[src/rtl/rr_grant_arbiter.sv]
// -----------------------------------------------------------------------------
// rr_grant_arbiter
//
// Round-robin arbiter that shares one downstream resource (for example one
// priority-encoder datapath slot) between WIDTH requesting clients.
// The winner is the lowest-index request at or above a rotating pointer.
// If no request is at or above the pointer, the lowest-index request anywhere
// wins. A grantee keeps the grant until it pulses release_i or drops its
// request. On that edge the next winner is registered with no idle bubble.
//
// Optional feature, selected by the macro RR_GRANT_HOLD_LIMIT_EN:
//   When the macro is defined, a grantee that has held the grant for MAX_HOLD
//   consecutive cycles is preempted, but only while another requester is
//   waiting. When the macro is undefined, the hold counter does not exist and
//   MAX_HOLD has no effect.
//
// Parameters:
//   WIDTH     number of requesters (>= 2)
//   MAX_HOLD  grant-cycle limit before forced preemption (>= 1)
//
// Ports:
//   clk_i        clock; all state changes on the rising edge
//   srst_i       reset, asynchronous assert, active-high
//   req_i        per-requester request level               [WIDTH]
//   release_i    current grantee finishes this cycle
//   gnt_o        registered one-hot grant                   [WIDTH]
//   gnt_valid_o  high when gnt_o is nonzero
//   gnt_idx_o    binary index of the grantee, 0 if no grant [IDX_W]
//   busy_o       high while the arbiter is in GRANT
// -----------------------------------------------------------------------------
module rr_grant_arbiter #(
   parameter int WIDTH    = 5,
   parameter int MAX_HOLD = 8
) (
   input  logic                     clk_i,
   input  logic                     srst_i,
   input  logic [WIDTH-1:0]         req_i,
   input  logic                     release_i,
   output logic [WIDTH-1:0]         gnt_o,
   output logic                     gnt_valid_o,
   output logic [$clog2(WIDTH)-1:0] gnt_idx_o,
   output logic                     busy_o
);

   localparam int IDX_W = $clog2(WIDTH);
   localparam bit PARAMS_OK = (WIDTH >= 2) && (MAX_HOLD >= 1);

   generate
      if (!PARAMS_OK) begin : g_bad_params
         $error("rr_grant_arbiter: WIDTH must be >= 2 and MAX_HOLD >= 1");
      end
   endgenerate

   typedef enum logic {
      ST_IDLE  = 1'b0,
      ST_GRANT = 1'b1
   } state_t;

   state_t             state_reg, state_next;
   logic [WIDTH-1:0]   mask_reg,  mask_next;
   logic [WIDTH-1:0]   gnt_reg,   gnt_next;
   logic [IDX_W-1:0]   idx_reg,   idx_next;

   logic [WIDTH-1:0]   above_k;     // bits strictly above the current grantee
   logic [WIDTH-1:0]   wrap_mask;   // pointer mask to install at end-of-grant
   logic [WIDTH-1:0]   arb_mask;
   logic [WIDTH-1:0]   masked_req;
   logic [WIDTH-1:0]   cand;
   logic [WIDTH-1:0]   pick;
   logic [IDX_W-1:0]   pick_idx;
   logic               grant_end;
   logic               preempt;

   // above_k[i] is set when the one-hot grant lies below bit i.
   // pick is the lowest set bit of cand.
   generate
      for (genvar gi = 0; gi < WIDTH; gi++) begin : g_bits
         if (gi == 0) begin : g_lsb
            assign above_k[gi] = 1'b0;
            assign pick[gi]    = cand[gi];
         end else begin : g_upper
            assign above_k[gi] = |gnt_reg[gi-1:0];
            assign pick[gi]    = cand[gi] & ~(|cand[gi-1:0]);
         end
      end
   endgenerate

   // When the top requester releases, the pointer wraps back to requester 0.
   assign wrap_mask = gnt_reg[WIDTH-1] ? {WIDTH{1'b1}} : above_k;

   // In IDLE, arbitration uses the stored pointer.
   // At end-of-grant, it uses the pointer being installed on the same edge.
   assign arb_mask   = (state_reg == ST_GRANT) ? wrap_mask : mask_reg;
   assign masked_req = req_i & arb_mask;
   assign cand       = (|masked_req) ? masked_req : req_i;

   always_comb begin
      pick_idx = '0;
      for (int i = 0; i < WIDTH; i++) begin
         if (pick[i]) begin
            pick_idx = IDX_W'(i);
         end
      end
   end

`ifdef RR_GRANT_HOLD_LIMIT_EN
   localparam int                HOLD_W    = (MAX_HOLD > 1) ? $clog2(MAX_HOLD) : 1;
   localparam logic [HOLD_W-1:0] HOLD_LAST = HOLD_W'(MAX_HOLD - 1);

   logic [HOLD_W-1:0] hold_cnt_reg, hold_cnt_next;

   // Preempt only when someone else is waiting.
   // A lone requester keeps the grant and the counter stays saturated.
   assign preempt = (state_reg == ST_GRANT) && (hold_cnt_reg == HOLD_LAST) &&
                    (|(req_i & ~gnt_reg));

   always_comb begin
      hold_cnt_next = hold_cnt_reg;
      if (state_reg != ST_GRANT || grant_end) begin
         hold_cnt_next = '0;
      end else if (hold_cnt_reg != HOLD_LAST) begin
         hold_cnt_next = hold_cnt_reg + 1'b1;
      end
   end

   always_ff @(posedge clk_i or posedge srst_i) begin
      if (srst_i) begin
         hold_cnt_reg <= '0;
      end else begin
         hold_cnt_reg <= hold_cnt_next;
      end
   end
`else
   assign preempt = 1'b0;
`endif

   // A release and a request drop on the same edge count as one end-of-grant.
   assign grant_end = (state_reg == ST_GRANT) &&
                      (release_i || !(|(req_i & gnt_reg)) || preempt);

   always_comb begin
      state_next = state_reg;
      mask_next  = mask_reg;
      gnt_next   = gnt_reg;
      idx_next   = idx_reg;
      case (state_reg)
         ST_IDLE: begin
            if (|req_i) begin
               gnt_next   = pick;
               idx_next   = pick_idx;
               state_next = ST_GRANT;
            end
         end
         ST_GRANT: begin
            if (grant_end) begin
               mask_next  = wrap_mask;
               gnt_next   = pick;
               idx_next   = pick_idx;
               // pick is zero only when no request remains at all.
               state_next = (|pick) ? ST_GRANT : ST_IDLE;
            end
         end
         default: begin
            state_next = ST_IDLE;
            gnt_next   = '0;
            idx_next   = '0;
         end
      endcase
   end

   always_ff @(posedge clk_i or posedge srst_i) begin
      if (srst_i) begin
         state_reg <= ST_IDLE;
         mask_reg  <= {WIDTH{1'b1}};
         gnt_reg   <= '0;
         idx_reg   <= '0;
      end else begin
         state_reg <= state_next;
         mask_reg  <= mask_next;
         gnt_reg   <= gnt_next;
         idx_reg   <= idx_next;
      end
   end

   assign gnt_o       = gnt_reg;
   assign gnt_valid_o = |gnt_reg;
   assign gnt_idx_o   = idx_reg;
   assign busy_o      = (state_reg == ST_GRANT);

endmodule
[config.mk]
export PLATFORM = sky130hd
export DESIGN_NAME = rr_grant_arbiter
export DESIGN_NICKNAME = d
export VERILOG_FILES = /design/src/rtl/rr_grant_arbiter.sv
export SDC_FILE = /design/constraint.sdc
export NUM_CORES = 1
export LEC_CHECK = 0
export ABC_AREA = 1
export ABC_CLOCK_PERIOD_IN_PS = 2800
export CORE_MARGIN = 2
export CORE_UTILIZATION = 56
export CTS_BUF_LIST = sky130_fd_sc_hd__clkbuf_2 sky130_fd_sc_hd__clkbuf_4 sky130_fd_sc_hd__clkbuf_8
export DETAILED_ROUTE_END_ITERATION = 8
export PLACE_DENSITY_LB_ADDON = 0.2
export SETUP_SLACK_MARGIN = 0.15
export SLEW_MARGIN = 10
export SYNTH_ARGS = -nofsm -noshare
export SYNTH_HDL_FRONTEND = slang
export SYNTH_SLANG_ARGS = --single-unit
[constraint.sdc]
create_clock -name clk_i -period 2.8 [get_ports clk_i]
set_clock_uncertainty 0.05 [all_clocks]
set_input_delay 0.56 -clock clk_i [delete_from_list [all_inputs] [get_ports clk_i]]
set_output_delay 0.56 -clock clk_i [all_outputs]
set_load 0.005 [all_outputs]
After elaboration in Yosys (flattened, before gate mapping)
Index checks and enable logic that the tools add are counted.

Register bits after elaboration: 14. Word-level logic and storage cells: 50. Memories: 0. Input bits: 8. Latch bits: 0. Output and inout bits: 10. ROM bits: 0. Memory bits (writable): 0.

Bitwise gates (word level): 11. Add/sub/neg operators: 0. $lt $le $gt $ge: 0. Shift operators: 0. Multiply operators: 0. Reductions and logical operators: 16. Div/mod/pow operators: 0. Eq/ne operators: 2. Mux-type cells: 17.

Operators with widths (count): 5-bit two-way mux (5); 5-bit OR reduction (5); 3-bit two-way mux (4); 5-bit bitwise AND (2); 5-bit one-hot mux with 2 select lines (1); 4-bit OR reduction (2); 3-bit one-hot mux with 2 select lines (1); 3-bit OR reduction (2); 1-bit inverter (5); 1-bit bitwise AND (4); 1-bit two-way mux (4); 2-bit AND reduction (2); 2-bit OR reduction (2); 2-bit two-way mux (1); 2-bit by 1-bit inequality test with 1-bit output, second input constant (1); 2-bit inequality test, second input constant (1); 1-bit one-hot mux with 2 select lines (1); 1-bit logical AND (1); 1-bit zero test (1); 1-bit logical OR (1).

Depth between registers and ports, before layout
Gate-level depths: netlist of the first run.

Depth in word-level cells: 14. Mapped depth: 12. Mapped depth without buffers: 11.

Worst setup path before layout of the first run
Ideal clock, no wire load.

Path kind: input -> register. From: in req_i[2]. To: reg idx_reg[1], in the netlist gnt_idx_o[1]. Data required time: 2.682 ns. Path buffers: 0. Stages on the path: 9. Slack: 1.295 ns. Arrival time: 1.386 ns. Setup time: 0.068 ns. Path through: nand2_1 nand3_1 o21bai_2 nand2_4 nand2_4 inv_2 a21oi_2 nand3_2 nand3_1.

Cells in the longest elaborated chain, start to end: 11. Elaborated cells on any way between the ends: 27. Those cells by class: 2 x eq/ne; 7 x mux; 8 x bitwise; 10 x reduce/logical.

Ends and longest elaborated chain: start, declared (line 37) `input logic [WIDTH-1:0] req_i,`; 5-bit bitwise AND (line 94) `assign masked_req = req_i & arb_mask;`; 5-bit OR reduction (line 95) `assign cand = (|masked_req) ? masked_req : req_i;`; 5-bit two-way mux (line 95); 2-bit OR reduction (line 83) `assign pick[gi] = cand[gi] & ~(|cand[gi-1:0]);`; 1-bit inverter (line 83); 1-bit bitwise AND (line 83); 2-bit two-way mux (line 100) `if (pick[i]) begin`; 3-bit two-way mux (2 in series) (line 100); 3-bit two-way mux, on equally long branches (line 155, 148); 3-bit one-hot mux with 2 select lines (line 146) `case (state_reg)`; end signal, assigned (line 181) `idx_reg <= idx_next;`; end, declared (line 62) `logic [IDX_W-1:0] idx_reg, idx_next;`.

Parallel ways exist; a longest one is shown, timed or not. The select of a mux whose other input is x is not followed. A chain may end at the register's enable or synchronous reset.

Final worst setup path of the first run
From: reg gnt_reg[4], in the netlist gnt_o[4]. To: out gnt_valid_o.

Cells in the longest elaborated chain, start to end: 1.

Ends and longest elaborated chain: start, declared (line 61) `logic [WIDTH-1:0] gnt_reg, gnt_next;`; start signal, assigned (line 180) `gnt_reg <= gnt_next;`; 5-bit OR reduction (line 186) `assign gnt_valid_o = |gnt_reg;`; end, declared (line 40) `output logic gnt_valid_o,`.

Every way passes these cells.

==> impl_metrics.tcl, run 1 <==
set metrics [dict create \
    clock_insertion_delay_worst_skew_ps 280 \
    post_route_setup_tns_ps 0 \
    clk_pin_slew_ps 70 \
    syn-num-nets 116 \
    syn-cell-area_um2 867 \
    vdd_drop_max_v 0.000532 \
    fp.dieArea_um2 1880 \
    num_rows 14 \
    die_h_um 43.4 \
    core_um2 1470 \
    cp_num_cells 5 \
    p_seq_share_pct 32.2 \
    critical_path_buf_inv_count 1 \
    wire_per_inst_um 13.8 \
    post_synth_main_area_contributors "sky130_fd_sc_hd__dfrtp_1 (23%), sky130_fd_sc_hd__dfstp_2 (15%), sky130_fd_sc_hd__nand2_1 (9.5%), sky130_fd_sc_hd__inv_1 (6.1%), sky130_fd_sc_hd__nand4_1 (5.8%)" \
    h_tree_depth 1 \
    synth_top_cell_by_area "sky130_fd_sc_hd__dfrtp_1" \
    timing.final.setup_violations 0 \
    timing.critical_path.max_delay_family "simple AND/OR/NAND/NOR gates" \
    critPathRequiredTime_ps 2190 \
    initial_utilization_pct 58.9 \
    final_net_count 135 \
    pwr-share-clk_pct 11.4 \
    number_of_global_route_vias_before_repair 752 \
    worst_tran_pin_value_ps 506 \
    synth_area_per_cell_um2 8.03 \
    io-pin-count 18 \
    timing.critical_path.cells "nor2_4 > nand2_1 > nor2_1 > nand2_1 > clkdlybuf4s50_1" \
    seq_area_frac_synth_pct 38.2 \
    mostFrequentLayoutCell "sky130_fd_sc_hd__nand2_1" \
    regToRegSetupSlack_ps 1020 \
    detail_route.first_pass.iterations 4 \
    timing.critical_path.slowest_cell_delay_ps 450 \
    p_leak_nw 0.505 \
    worstSetupEndpoint "gnt_valid_o" \
    synth_cells 108 \
    ant_nets 0 \
    cts_root_buffer "sky130_fd_sc_hd__clkbuf_4" \
    status "finished clean" \
    worst_slew_margin_rel_pct 66.3 \
    cts_hold_buffers 0 \
    tritoncts_clock_tree "yes" \
    power_frac_comb_pct 56.4 \
    maximum_number_of_pins_on_one_net_before_global_route_repair 14 \
    final_cell_mix "sky130_fd_sc_hd__nand2_1 (22), sky130_fd_sc_hd__clkdlybuf4s50_1 (17), sky130_fd_sc_hd__inv_1 (14)" \
    min_tclk_post_route_ps 2270 \
    timing.rr.end "gnt_idx_o[1]" \
    grt_util_all_layers_pct 24.7 \
    vias_per_cell 5.43 \
    crit_arrival_ps 1660 \
    cell_internal_pwr_mw 0.633 \
    hold_path_class "reg2reg" \
    post_cts_resize_count 0 \
    areaGrowthSynthToFinish_pct 22.4 \
    max-clock-path-buffers 2 \
    holdWs_ps 449 \
    cts_sinks 13 \
    worstReg2RegStart "busy_o" \
    worstRegToRegCells 9 \
    final_critical_path_share_of_the_clock_period_pct 80.9 \
    routed_wl_mm 1.97 \
    cts_post_setup_buffers_inserted 0 \
    synth_warnings 0 \
    dp_hpwl_mm 1.55 \
    drt-initial-drc-count 18 \
    maxClockFrequency_mhz 442 \
    post-synth-top-area-fraction_pct 23.1 \
    critPathSlowestCell "sky130_fd_sc_hd__dfrtp_1" \
    synthDistinctLibCells 24 \
    timing.final.max_slew_violations 0 \
    rsz0062_at_grt "false" \
    number_of_buffers_added_by_the_clock_tree_synthesis_step 3 \
    final_hold_viol_count 0 \
    dieWidth_um 43.4 \
    grt_pass1_wl_mm 3.35 \
    critical_path_peak_fanout 5 \
    gpl.final_weighted_congestion 0.914 \
    power_switching_mw 0.486 \
    drive_above_1_share_pct 28.6 \
    globalRouteOverflowTotal 0 \
    yosys_register_bits 13 \
    timing_worst_setup_path_type "reg2out" \
    critical_path.endpoint_type "output port" \
    timing.critical_path.from_type "register" \
    n_antenna_cell 0 \
    antenna_found_initial 0 \
    io_buffers 17 \
    drv_cap 0 \
    route.vias.total 771 \
    worst_setup_path_startpoint "gnt_o[4]" \
    p_sw_share_pct 43.4 \
    crit_path_frequent_cell "sky130_fd_sc_hd__nand2_1" \
    power-per-cell-area_nw_per_um2 1050 \
    detail_route.drc_violations 0 \
]
[final cells by class]
type | instances | area (um2)
multi-input cells | 75 | 443
fillers | 116 | 410
well taps | 16 | 20.0
flip-flops and latches | 13 | 332
inverters | 17 | 66.3
clock buffers | 4 | 30.0
repair buffers | 17 | 170
[power groups by stage]
stage	registers [mW]	clock network, mW	logic [mW]
finish	0.360	0.127	0.631
global placement	0.361	0	0.617
detailed placement	0.363	0	0.629
CTS	0.360	0.130	0.633
global route	0.372	0.139	0.698
floorplan	0.351	0	0.432
[logic make-up after synthesis]
| group | Yosys count | share of synthesized area (%) |
|---|---|---|
| simple gates | 63 | 41.1 |
| buf+inv | 20 | 10.7 |
| flops | 13 | 38.2 |
| compound gates | 11 | 8.66 |
| mux | 1 | 1.30 |
[synthesized netlist by cell type]
cell type and instances:
sky130_fd_sc_hd__nand2_1 22, sky130_fd_sc_hd__inv_1 14, sky130_fd_sc_hd__nor2_1 10, sky130_fd_sc_hd__dfrtp_1 8, sky130_fd_sc_hd__nand4_1 8, sky130_fd_sc_hd__dfstp_2 5
sky130_fd_sc_hd__nand2_2 5, sky130_fd_sc_hd__nand3_1 4, sky130_fd_sc_hd__nor2_2 4, sky130_fd_sc_hd__nand2_4 3, sky130_fd_sc_hd__nand3_2 3, sky130_fd_sc_hd__nor2_4 3
sky130_fd_sc_hd__o21ai_0 3, sky130_fd_sc_hd__o21ai_1 3, sky130_fd_sc_hd__a21oi_2 2, sky130_fd_sc_hd__buf_4 2, sky130_fd_sc_hd__inv_2 2, sky130_fd_sc_hd__a21boi_0 1
sky130_fd_sc_hd__buf_6 1, sky130_fd_sc_hd__inv_4 1, sky130_fd_sc_hd__mux2_2 1, sky130_fd_sc_hd__nand4_2 1, sky130_fd_sc_hd__o21ai_2 1, sky130_fd_sc_hd__o21bai_2 1
[through the flow]
step / cell area, um2 / utilization [%] / worst slack, ps / power [mW] / std cells
after floorplan: 867 / - / 1300 / 0.783 / 108
after global placement: 1030 / 70.1 / 604 / 0.978 / 138
after detailed placement: 1030 / 70.1 / 599 / 0.993 / 138
after CTS: 1060 / 72.1 / 522 / 1.12 / 142
after global routing: 1060 / 72.1 / 400 / 1.21 / 142
final: 1060 / 72.1 / 535 / 1.12 / 142
[worst min path at each step]
stage	startpoint	to	depth (start not counted)
2_1_floorplan	srst_i	busy_o	1
3_3_place_gp	mask_reg[3]	mask_reg[3]	2
3_5_place_dp	mask_reg[3]	mask_reg[3]	2
4_1_cts	mask_reg[0]	mask_reg[0]	2
5_1_grt	mask_reg[1]	mask_reg[1]	2
6_report	mask_reg[0]	mask_reg[0]	2
[metal layers]
layer	GRT usage, %	wire length (um)
met3	3.33	122
met4	15.2	57
met5	0	0
met2	38.2	912
met1	32.9	875
[worst min-delay path, stage by stage, from the launching register on]
cell and delay [ps]:
sky130_fd_sc_hd__dfstp_2 370, sky130_fd_sc_hd__nand2_1 50, sky130_fd_sc_hd__o21ai_0 80
Note: power is estimated with default switching activity, not from simulation.
==> inputs of run 2 (changes only) <==
Settings changed: ABC_CLOCK_PERIOD_IN_PS 2800 to 2200, CORE_UTILIZATION 56 to 52.
Clock period 2.8 ns to 2.2 ns, I/O delays scaled along.
==> run 2 against run 1 <==
Against the previous run:
- setup slack got worse by 330 ps
- combinational power grew 41%
- cell count is 2.8% higher
- largest cell class unchanged
- largest power group unchanged
==> impl_metrics.tcl, run 2 (synthesized netlist as in run 1, its figures left out) <==
set metrics [dict create \
    status "finished clean" \
    critPathSlowestCell "sky130_fd_sc_hd__dfrtp_2" \
    finalInstanceArea_um2 1100 \
    dieWidth_um 44.8 \
    max-clock-path-buffers 2 \
    n_antenna_cell 0 \
    mostFrequentLayoutCell "sky130_fd_sc_hd__nand2_1" \
    timing.critical_path.cells "nor2_4 > nand2_1 > nor2_2 > nand2_1 > clkdlybuf4s50_1" \
    areaGrowthSynthToFinish_pct 26.6 \
    timing.final.setup_violations 0 \
    power_switching_mw 0.658 \
    gpl.final_weighted_congestion 0.876 \
    critPathRequiredTime_ps 1710 \
    critical_path_peak_fanout 4 \
    final_cell_mix "sky130_fd_sc_hd__nand2_1 (22), sky130_fd_sc_hd__clkdlybuf4s50_1 (17), sky130_fd_sc_hd__inv_1 (13)" \
    timing.final.max_slew_violations 0 \
    io-pin-count 18 \
    core_um2 1540 \
    timing.critical_path.slowest_cell_delay_ps 450 \
    cts_sinks 13 \
    grt_pass1_wl_mm 3.76 \
    hold_path_class "in2async" \
    worstReg2RegStart "gnt_o[4]" \
    fillCellCount 121 \
    io_buffers 17 \
    drive_above_1_share_pct 34.6 \
    grt_util_met1_pct 36.2 \
    pwr-share-clk_pct 10.8 \
    p_seq_share_pct 30.4 \
    final_net_count 139 \
    grt_util_all_layers_pct 25.9 \
    vias_per_cell 5.85 \
    detail_route.first_pass.iterations 4 \
    antenna_found_initial 0 \
    detail_route.drc_violations 0 \
    initial_utilization_pct 56.3 \
    p_sw_share_pct 43.5 \
    drt-initial-drc-count 34 \
    p_leak_nw 0.522 \
    worst_tran_pin_value_ps 500 \
    number_of_global_route_vias_before_repair 850 \
    dpl-instance-area_um2 1030 \
    worst_slew_margin_rel_pct 66.6 \
    dp_hpwl_mm 1.60 \
    fp.dieArea_um2 2010 \
    clock_insertion_delay_worst_skew_ps 270 \
    worstRegToRegCells 11 \
    globalRouteOverflowTotal 0 \
    vdd_drop_max_v 0.000829 \
    crit_arrival_ps 1500 \
    crit_path_frequent_cell "sky130_fd_sc_hd__nand2_1" \
    cts_root_buffer "sky130_fd_sc_hd__clkbuf_4" \
    clk_pin_slew_ps 80 \
    cell_internal_pwr_mw 0.854 \
    route.vias.total 854 \
    critical_path.endpoint_type "output port" \
    grt_busiest_layer "met2" \
    regToRegSetupSlack_ps 450 \
    ant_nets 0 \
    maxClockFrequency_mhz 503 \
    num_rows 14 \
    grt_use_met3_pct 4.80 \
    maximum_number_of_pins_on_one_net_before_global_route_repair 14 \
    final_critical_path_share_of_the_clock_period_pct 90.5 \
    rsz0062_at_grt "true" \
    number_of_buffers_added_by_the_clock_tree_synthesis_step 3 \
    timing_worst_setup_path_type "reg2out" \
    die_h_um 44.8 \
    tritoncts_clock_tree "yes" \
    power-per-cell-area_nw_per_um2 1380 \
    min_tclk_post_route_ps 1990 \
    timing.critical_path.from_type "register" \
    routed_wl_mm 2.15 \
    final_hold_viol_count 0 \
    post_route_setup_tns_ps 0 \
    drv_cap 0 \
    grt.met2_usage_pct 40.3 \
    power_frac_comb_pct 58.9 \
    timing.rr.end "gnt_idx_o[1]" \
    h_tree_depth 1 \
    wire_per_inst_um 14.7 \
]
[run 2: cell type report]
type | count | area, um2 | share of cell area (%)
Multi-Input combinational cell | 75 | 445 | 40.6
Clock buffer | 4 | 30.0 | 2.74
Sequential cell | 13 | 335 | 30.6
Tap cell | 16 | 20.0 | 1.82
Timing Repair Buffer | 21 | 200 | 18.2
Inverter | 17 | 66.3 | 6.04
[run 2: timing repair]
action	CTS	global route
gates resized for setup	2	3
pin swaps	1	0
hold buffers	0	0
buffers inserted	2	2
setup endpoints to repair	1	2
[run 2: worst max-delay path, delay by kind of cell (launching register included)]
family                 cells  cell delay (ps)
DFF                        1              450
buffers and inverters      1              440
and+or+nand+nor            4              340
[run 2: how the worst max path moves through the flow]
stage | end | cells past startpoint | from
6_report | gnt_valid_o | 5 | gnt_o[4]
5_1_grt | gnt_valid_o | 5 | gnt_o[4]
4_1_cts | gnt_valid_o | 5 | gnt_o[4]
2_1_floorplan | gnt_idx_o[0] | 11 | busy_o
3_5_place_dp | gnt_idx_o[0] | 10 | req_i[1]
3_3_place_gp | gnt_idx_o[1] | 10 | req_i[3]
[run 2: power groups by stage]
stage,combinational (mW),sequential (mW),clock [mW]
global placement,0.788,0.462,0
global route,0.982,0.470,0.175
finish,0.890,0.459,0.163
CTS,0.857,0.458,0.167
floorplan,0.550,0.447,0
detailed placement,0.808,0.465,0
[run 2: per-stage QoR]
step | utilization [%] | cells | total power, mW | setup WS, ps | hold WS [ps]
floorplan | - | 108 | 0.997 | 748 | 263
global placement | 66.9 | 138 | 1.25 | 114 | 430
detailed placement | 66.9 | 138 | 1.27 | 135 | 443
CTS | 70.0 | 144 | 1.48 | 161 | 447
global route | 71.2 | 146 | 1.63 | 122 | 495
finish | 71.2 | 146 | 1.51 | 210 | 431
[run 2: routing by layer]
metal | share of wire [%] | up-vias | wire length (um)
met4 | 1.3 | 0 | 28
met3 | 6.8 | 7 | 146
met5 | 0 | - | 0
li1 | - | 394 | -
met2 | 47 | 51 | 1000
met1 | 45 | 402 | 975
